$ cat src/rtl/controle_venda_pkg.sv
// Shared constants for the vending controller: display modes,
// coin weights and the product price table.
package controle_venda_pkg;

  localparam logic [2:0] EST_DIGITACAO = 3'd0;
  localparam logic [2:0] EST_E404      = 3'd1;
  localparam logic [2:0] EST_E405      = 3'd2;
  localparam logic [2:0] EST_CREDITO   = 3'd3;
  localparam logic [2:0] EST_STANDBY   = 3'd4;

  localparam logic [4:0] PESO_25  = 5'd1;
  localparam logic [4:0] PESO_50  = 5'd2;
  localparam logic [4:0] PESO_100 = 5'd4;

  typedef struct packed {
    logic       existe;
    logic [3:0] preco;
  } preco_t;

  function automatic preco_t consulta_preco(
    input logic [3:0] codigo
  );
    preco_t r;
    r = '0;
    unique case (codigo)
      4'h5:    r = '{existe: 1'b1, preco: 4'd4};
      4'h6:    r = '{existe: 1'b1, preco: 4'd6};
      4'h9:    r = '{existe: 1'b1, preco: 4'd7};
      4'hA:    r = '{existe: 1'b1, preco: 4'd8};
      default: r = '0;
    endcase
    return r;
  endfunction

endpackage

$ cat src/rtl/controle_venda_if.sv
// Keypad/coin/button inputs and display/mechanism outputs.
// master drives the events, slave is the controller.
interface controle_venda_if;
  logic       tecla_valida;
  logic [1:0] tecla;
  logic       moeda25;
  logic       moeda50;
  logic       moeda100;
  logic       confirmar;
  logic       cancelar;
  logic [2:0] estado;
  logic [1:0] num1;
  logic [1:0] num2;
  logic [3:0] valorMoedas;
  logic [3:0] produto;
  logic       liberar;
  logic       devolver;
  logic [3:0] troco;

  modport master (
    output tecla_valida, tecla,
    output moeda25, moeda50, moeda100,
    output confirmar, cancelar,
    input  estado, num1, num2, valorMoedas,
    input  produto, liberar, devolver, troco
  );

  modport slave (
    input  tecla_valida, tecla,
    input  moeda25, moeda50, moeda100,
    input  confirmar, cancelar,
    output estado, num1, num2, valorMoedas,
    output produto, liberar, devolver, troco
  );
endinterface

$ cat src/rtl/controle_venda_temporizador.sv
// Error-screen timer: iniciar loads T_ERRO-1, parar aborts.
// fim is high in the last of the T_ERRO held cycles.
module temporizador_erro #(
  parameter int T_ERRO = 50_000_000
) (
  input  logic clk,
  input  logic rst_n,
  input  logic iniciar,
  input  logic parar,
  output logic fim
);
  localparam int W =
    (T_ERRO > 1) ? $clog2(T_ERRO) : 1;

  logic [W-1:0] cnt;
  logic         ativo;

  always_ff @(posedge clk or negedge rst_n) begin
    if (!rst_n) begin
      cnt   <= '0;
      ativo <= 1'b0;
    end else if (parar) begin
      cnt   <= '0;
      ativo <= 1'b0;
    end else if (iniciar) begin
      cnt   <= W'(T_ERRO - 1);
      ativo <= 1'b1;
    end else if (ativo) begin
      if (cnt == '0) ativo <= 1'b0;
      else           cnt   <= cnt - W'(1);
    end
  end

  assign fim = ativo && (cnt == '0);
endmodule

$ cat src/rtl/controle_venda.sv
// Vending-machine control FSM feeding the 4-digit display.
// Ports: clk, rst_n, bus (controle_venda_if.slave).
module controle_venda
  import controle_venda_pkg::*;
#(
  parameter int T_ERRO      = 50_000_000,
  parameter int CREDITO_MAX = 8
) (
  input logic             clk,
  input logic             rst_n,
  controle_venda_if.slave bus
);
  typedef enum logic [2:0] {
    S_STANDBY,
    S_DIG2,
    S_CREDITO,
    S_ERRO_PROD,
    S_ERRO_VALOR
  } fsm_t;

  fsm_t       state_q, state_d;
  logic [1:0] n1_q, n1_d, n2_q, n2_d;
  logic [3:0] cred_q, cred_d;
  logic [3:0] prod_q, prod_d;
  logic [3:0] troco_q, troco_d;
  logic       lib_q, lib_d, dev_q, dev_d;
  logic       iniciar, parar, fim;

  logic [4:0] soma, total;
  logic [3:0] diff;
  preco_t     sel, nova;

  temporizador_erro #(.T_ERRO(T_ERRO)) u_tmr (
    .clk     (clk),
    .rst_n   (rst_n),
    .iniciar (iniciar),
    .parar   (parar),
    .fim     (fim)
  );

  always_ff @(posedge clk or negedge rst_n) begin
    if (!rst_n) begin
      state_q <= S_STANDBY;
      n1_q    <= '0;
      n2_q    <= '0;
      cred_q  <= '0;
      prod_q  <= '0;
      troco_q <= '0;
      lib_q   <= 1'b0;
      dev_q   <= 1'b0;
    end else begin
      state_q <= state_d;
      n1_q    <= n1_d;
      n2_q    <= n2_d;
      cred_q  <= cred_d;
      prod_q  <= prod_d;
      troco_q <= troco_d;
      lib_q   <= lib_d;
      dev_q   <= dev_d;
    end
  end

  always_comb begin
    soma = '0;
    if (bus.moeda25)  soma = soma + PESO_25;
    if (bus.moeda50)  soma = soma + PESO_50;
    if (bus.moeda100) soma = soma + PESO_100;
    total = {1'b0, cred_q} + soma;
    sel   = consulta_preco({n1_q, n2_q});
    nova  = consulta_preco({n1_q, bus.tecla});
    diff  = cred_q - sel.preco;
  end

  always_comb begin
    state_d = state_q;
    n1_d    = n1_q;
    n2_d    = n2_q;
    cred_d  = cred_q;
    prod_d  = '0;
    troco_d = '0;
    lib_d   = 1'b0;
    dev_d   = 1'b0;
    iniciar = 1'b0;
    parar   = 1'b0;

    if (bus.cancelar && state_q != S_STANDBY) begin
      if (cred_q != '0) begin
        dev_d   = 1'b1;
        troco_d = cred_q;
      end
      cred_d  = '0;
      n1_d    = '0;
      n2_d    = '0;
      parar   = 1'b1;
      state_d = S_STANDBY;
    end else begin
      unique case (state_q)
        S_STANDBY: begin
          if (bus.tecla_valida) begin
            n1_d    = bus.tecla;
            n2_d    = '0;
            state_d = S_DIG2;
          end
        end
        S_DIG2: begin
          if (bus.tecla_valida) begin
            n2_d = bus.tecla;
            if (nova.existe) begin
              cred_d  = '0;
              state_d = S_CREDITO;
            end else begin
              iniciar = 1'b1;
              state_d = S_ERRO_PROD;
            end
          end
        end
        S_CREDITO: begin
          if (bus.confirmar) begin
            if (sel.existe && cred_q >= sel.preco) begin
              lib_d   = 1'b1;
              prod_d  = {n1_q, n2_q};
              dev_d   = (diff != '0);
              troco_d = diff;
              cred_d  = '0;
              state_d = S_STANDBY;
            end else begin
              iniciar = 1'b1;
              state_d = S_ERRO_VALOR;
            end
          end else if (soma != '0) begin
            if (total <= 5'(CREDITO_MAX)) begin
              cred_d = total[3:0];
            end else begin
              dev_d   = 1'b1;
              troco_d = soma[3:0];
              iniciar = 1'b1;
              state_d = S_ERRO_VALOR;
            end
          end
        end
        S_ERRO_PROD: begin
          if (fim) begin
            n1_d    = '0;
            n2_d    = '0;
            state_d = S_STANDBY;
          end
        end
        S_ERRO_VALOR: begin
          // credit is frozen here; any coin goes straight back
          if (soma != '0) begin
            dev_d   = 1'b1;
            troco_d = soma[3:0];
          end
          if (fim) state_d = S_CREDITO;
        end
        default: state_d = S_STANDBY;
      endcase
    end
  end

  always_comb begin
    bus.estado = EST_STANDBY;
    unique case (state_q)
      S_STANDBY:    bus.estado = EST_STANDBY;
      S_DIG2:       bus.estado = EST_DIGITACAO;
      S_CREDITO:    bus.estado = EST_CREDITO;
      S_ERRO_PROD:  bus.estado = EST_E404;
      S_ERRO_VALOR: bus.estado = EST_E405;
      default:      bus.estado = EST_STANDBY;
    endcase
  end

  assign bus.num1        = n1_q;
  assign bus.num2        = n2_q;
  assign bus.valorMoedas = cred_q;
  assign bus.produto     = prod_q;
  assign bus.troco       = troco_q;
  assign bus.liberar     = lib_q;
  assign bus.devolver    = dev_q;
endmodule

$ cat src/flat_wrapper.sv
// flat-port wrapper written by rule: the top's interface ports become plain ports
module controle_venda_flat import controle_venda_pkg::*;
#(
  parameter int T_ERRO      = 50_000_000,
  parameter int CREDITO_MAX = 8
)
  (clk, rst_n, bus_tecla_valida, bus_tecla, bus_moeda25, bus_moeda50, bus_moeda100, bus_confirmar, bus_cancelar, bus_estado, bus_num1, bus_num2, bus_valorMoedas, bus_produto, bus_liberar, bus_devolver, bus_troco);
  controle_venda_if bus_i ();
  input logic clk;
  input logic rst_n;
  input wire logic [$bits(bus_i.tecla_valida)-1:0] bus_tecla_valida;
  input wire logic [$bits(bus_i.tecla)-1:0] bus_tecla;
  input wire logic [$bits(bus_i.moeda25)-1:0] bus_moeda25;
  input wire logic [$bits(bus_i.moeda50)-1:0] bus_moeda50;
  input wire logic [$bits(bus_i.moeda100)-1:0] bus_moeda100;
  input wire logic [$bits(bus_i.confirmar)-1:0] bus_confirmar;
  input wire logic [$bits(bus_i.cancelar)-1:0] bus_cancelar;
  output wire logic [$bits(bus_i.estado)-1:0] bus_estado;
  output wire logic [$bits(bus_i.num1)-1:0] bus_num1;
  output wire logic [$bits(bus_i.num2)-1:0] bus_num2;
  output wire logic [$bits(bus_i.valorMoedas)-1:0] bus_valorMoedas;
  output wire logic [$bits(bus_i.produto)-1:0] bus_produto;
  output wire logic [$bits(bus_i.liberar)-1:0] bus_liberar;
  output wire logic [$bits(bus_i.devolver)-1:0] bus_devolver;
  output wire logic [$bits(bus_i.troco)-1:0] bus_troco;
  assign bus_i.tecla_valida = bus_tecla_valida;
  assign bus_i.tecla = bus_tecla;
  assign bus_i.moeda25 = bus_moeda25;
  assign bus_i.moeda50 = bus_moeda50;
  assign bus_i.moeda100 = bus_moeda100;
  assign bus_i.confirmar = bus_confirmar;
  assign bus_i.cancelar = bus_cancelar;
  assign bus_estado = bus_i.estado;
  assign bus_num1 = bus_i.num1;
  assign bus_num2 = bus_i.num2;
  assign bus_valorMoedas = bus_i.valorMoedas;
  assign bus_produto = bus_i.produto;
  assign bus_liberar = bus_i.liberar;
  assign bus_devolver = bus_i.devolver;
  assign bus_troco = bus_i.troco;
  controle_venda #(.T_ERRO(T_ERRO), .CREDITO_MAX(CREDITO_MAX)) u_core (.clk(clk), .rst_n(rst_n), .bus(bus_i));
endmodule
$ cat config.mk
export PLATFORM = sky130hd
export DESIGN_NAME = controle_venda_flat
export DESIGN_NICKNAME = d
export VERILOG_FILES = /design/src/rtl/controle_venda_pkg.sv /design/src/rtl/controle_venda_if.sv /design/src/rtl/controle_venda_temporizador.sv /design/src/rtl/controle_venda.sv /design/src/flat_wrapper.sv
export SDC_FILE = /design/constraint.sdc
export NUM_CORES = 1
export LEC_CHECK = 0
export BUFFER_PORTS_ARGS = -buffer_cell sky130_fd_sc_hd__buf_2
export CORE_AREA = 2 2 70 72
export CTS_BUF_LIST = sky130_fd_sc_hd__clkbuf_8
export CTS_CLUSTER_SIZE = 28
export DETAILED_ROUTE_END_ITERATION = 16
export DIE_AREA = 0 0 72 74
export HOLD_SLACK_MARGIN = 0.08
export PLACE_DENSITY_LB_ADDON = 0.05
export SLEW_MARGIN = 20
export SYNTH_ARGS = -nofsm -noshare
export SYNTH_HDL_FRONTEND = slang
export SYNTH_SLANG_ARGS = --single-unit
$ cat constraint.sdc
create_clock -name clk -period 4.35 [get_ports clk]
set_clock_uncertainty 0.1 [all_clocks]
set_input_delay 0.6525 -clock clk [delete_from_list [all_inputs] [get_ports clk]]
set_output_delay 0.6525 -clock clk [all_outputs]
set_load 0.01 [all_outputs]
==> impl_metrics.toml <==
[yosys]
synthCells = 325
synth_area_um2 = 2950
ys_seq_area_frac = 0.407
yosysTopAreaCell = "dfrtp_1"
synth_top_area_frac = 0.407
synth_nets = 345
yosysWarningCount = 0
synth_top_flop_cell = "dfrtp_1"
synthTopCellsByArea = "dfrtp_1 (41%), xnor2_1 (4.7%), xor2_1 (3.9%), ha_1 (3.4%), o21ai_0 (3.4%)"
async_reset_ff_frac = 1.00
ys_types = 52
syn_avg_cell_area_um2 = 9.09
ys_ff_latch = 48
yosysMostFrequentCell = "dfrtp_1"
ys_top_cells_by_count = "dfrtp_1 (48), nand2_1 (26), nor2_1 (26)"
synth-edff-count = 0

[clock_tree]
cts_resized = 0
cts.htree.levels = 2
cts_root_buffer = "clkbuf_8"
cts_buffers = 5
cts_tree = "yes"
clk_latency_ns = 0.30
holdBufCountCts = 0
clock_path_buffers = 2
clkTransAtPathRegs_ns = 0.09
cts_sinks = 48
postCtsSetupBuffers = 0

[power_and_ir_drop]
clkPwrFrac = 0.191
p_leak_nw = 1.48
pwr-share-seq = 0.347
peakVddDrop_mv = 0.389
share_comb_of_total_power = 0.462
power.density_nw_per_um2 = 624
p_sw_w = 0.000861
switching_share = 0.421
p_int_w = 0.00118

[drt]
first_pass_iters = 4
viasPerCell = 6.09
via_count = 2491
dr.first_iter.drc_count = 137
drt-wirelength-per-cell_um = 15.5
drc_errors = 0
ant_nets = 0
routed_wl_mm = 6.33

[global_route]
grt_pass1_vias = 2338
grt_max_degree = 49
antenna_found_initial = 0
grt_pass1_wl_mm = 10.9
grt.total_usage = 0.261
overflow = 0

[min_path]
hold_path.class = "input pin to async pin"

[setup_path]
crit_path_end_kind = "register"
cp-start-kind = "input pin"
worst_ep_arrival_time_ns = 3.52
cp.required_ns = 4.43
crit_fanout = 11
worstSetupPathType = "input pin to register"
ff2ff_path_depth = 10

[finish]
fin_util = 0.712
fin_nets = 374
area_growth_pct = 10.8
stdcell_area_um2 = 3270
nFillCells = 370
drive_gt1_frac = 0.138
antenna_cells = 0

[floorplanning]
die_area_um2 = 5330
initial_utilization = 0.642
die_y_um = 74
ios = 31
die_w_um = 72
core_area_um2 = 4600
fp-row-count = 25

[placed_design]
place_area_um2 = 3130
dpl.hpwl_mm = 4.55
port_buffers = 30
place.gp.congestion = 0.878

[sta]
slew-limit-headroom = 0.461
clock.fmax_mhz = 291
fin_crit_ns = 3.44
rsz0062_at_grt = "false"
finalSetupViolCount = 0
tns_ns = 0
drv_slew = 0
fin_crit_sh = 0.791
hold_violations = 0
tightest_slew_ns = 0.802

[run]
maxCapViolCount = 0

[outcome]
status = "completed"
## state kept, by name, indices dropped and copies added (netlist names)
| signal | count |
|---|---|
| u_core.bus.num2 | 2 |
| u_core.bus.troco | 4 |
| u_core.bus.num1 | 2 |
| u_core.u_tmr.ativo | 1 |
| u_core.bus.produto | 4 |
| u_core.bus.valorMoedas | 4 |
| u_core.bus.devolver | 1 |
| u_core.bus.liberar | 1 |
| u_core.u_tmr.cnt | 26 |
| u_core.state_q | 3 |
## per-layer routing
metal / share of wire / global-route usage
met5: 0 / 0
met4: 0.015 / 0.0776
met3: 0.041 / 0.0379
met2: 0.45 / 0.386
met1: 0.50 / 0.400
## layout make-up
type,instances,area (um^2),share of cell area
multi-input cells,250,1640,0.500
flip-flops and latches,48,1200,0.367
repair buffers,32,168,0.0512
clock buffers,5,68.8,0.0210
clock inverters,3,68.8,0.0210
well taps,54,67.6,0.0206
inverters,17,63.8,0.0195
## worst paths after layout
| path | start | to | slack, ns |
|---|---|---|---|
| setup / recovery | bus_moeda25 | u_core.u_tmr.cnt[17]$_DFFE_PN0P_ | 0.91 |
| hold / removal | rst_n | u_core.u_tmr.cnt[9]$_DFFE_PN0P_ | 0.24 |
| setup reg to reg | u_core.bus.valorMoedas[0]$_DFFE_PN0P_ | u_core.u_tmr.cnt[17]$_DFFE_PN0P_ | 0.92 |
| hold reg to reg | u_core.u_tmr.cnt[16]$_DFFE_PN0P_ | u_core.u_tmr.cnt[16]$_DFFE_PN0P_ | 0.46 |
| max in group asynchronous | rst_n | u_core.bus.valorMoedas[1]$_DFFE_PN0P_ | 3.50 |
| min in group clk | u_core.u_tmr.cnt[16]$_DFFE_PN0P_ | u_core.u_tmr.cnt[16]$_DFFE_PN0P_ | 0.46 |
## cell usage in the layout (no fill, tap or decap), types with 5 or more instances in the layout
cell,instances
buf_2,29
a21oi_1,16
nor3_1,19
o21ai_0,20
nand3_1,10
inv_1,17
nor2_1,26
nor2b_1,6
nand2b_1,8
ha_1,8
nand2_1,26
a22o_1,6
clkbuf_8,5
nor4_1,8
dfrtp_1,48
or3_1,6
xor2_1,13
xnor2_1,16
## cells by family after synthesis
group / after synthesis / share of synthesized area
buf+inv: 27 / 0.0394
xor+xnor: 29 / 0.0860
flops: 48 / 0.407
fa+ha+maj: 10 / 0.0475
simple gates: 135 / 0.243
compound gates: 72 / 0.163
mux: 4 / 0.0144
## per-stage QoR
step | hold WS, ns | power, W | cells | setup WS [ns]
floorplan | 0.257 | 0.00142 | 325 | 1.19
global placement | 0.443 | 0.00162 | 401 | 0.715
detailed placement | 0.452 | 0.00164 | 401 | 0.615
CTS | 0.458 | 0.00204 | 409 | 0.930
global route | 0.292 | 0.00221 | 409 | 0.716
finish | 0.244 | 0.00204 | 409 | 0.908
## power groups by stage
stage	logic (W)	clock network (W)	registers [W]
finish	0.000944	0.000390	0.000710
global placement	0.000912	0	0.000711
floorplan	0.000739	0	0.000681
CTS	0.000937	0.000396	0.000707
global route	0.00107	0.000407	0.000731
detailed placement	0.000928	0	0.000714
## worst max-delay path, stage by stage
cell     delay, ns
buf_2         0.11
ha_1          0.20
inv_1         0.07
fa_1          0.44
or4b_2        0.69
o311a_1       0.17
o21ai_1       0.21
or3_1         0.19
a311o_1       0.44
buf_4         0.24
o21ai_0       0.10
No activity file was read; power rests on OpenSTA's default activity.
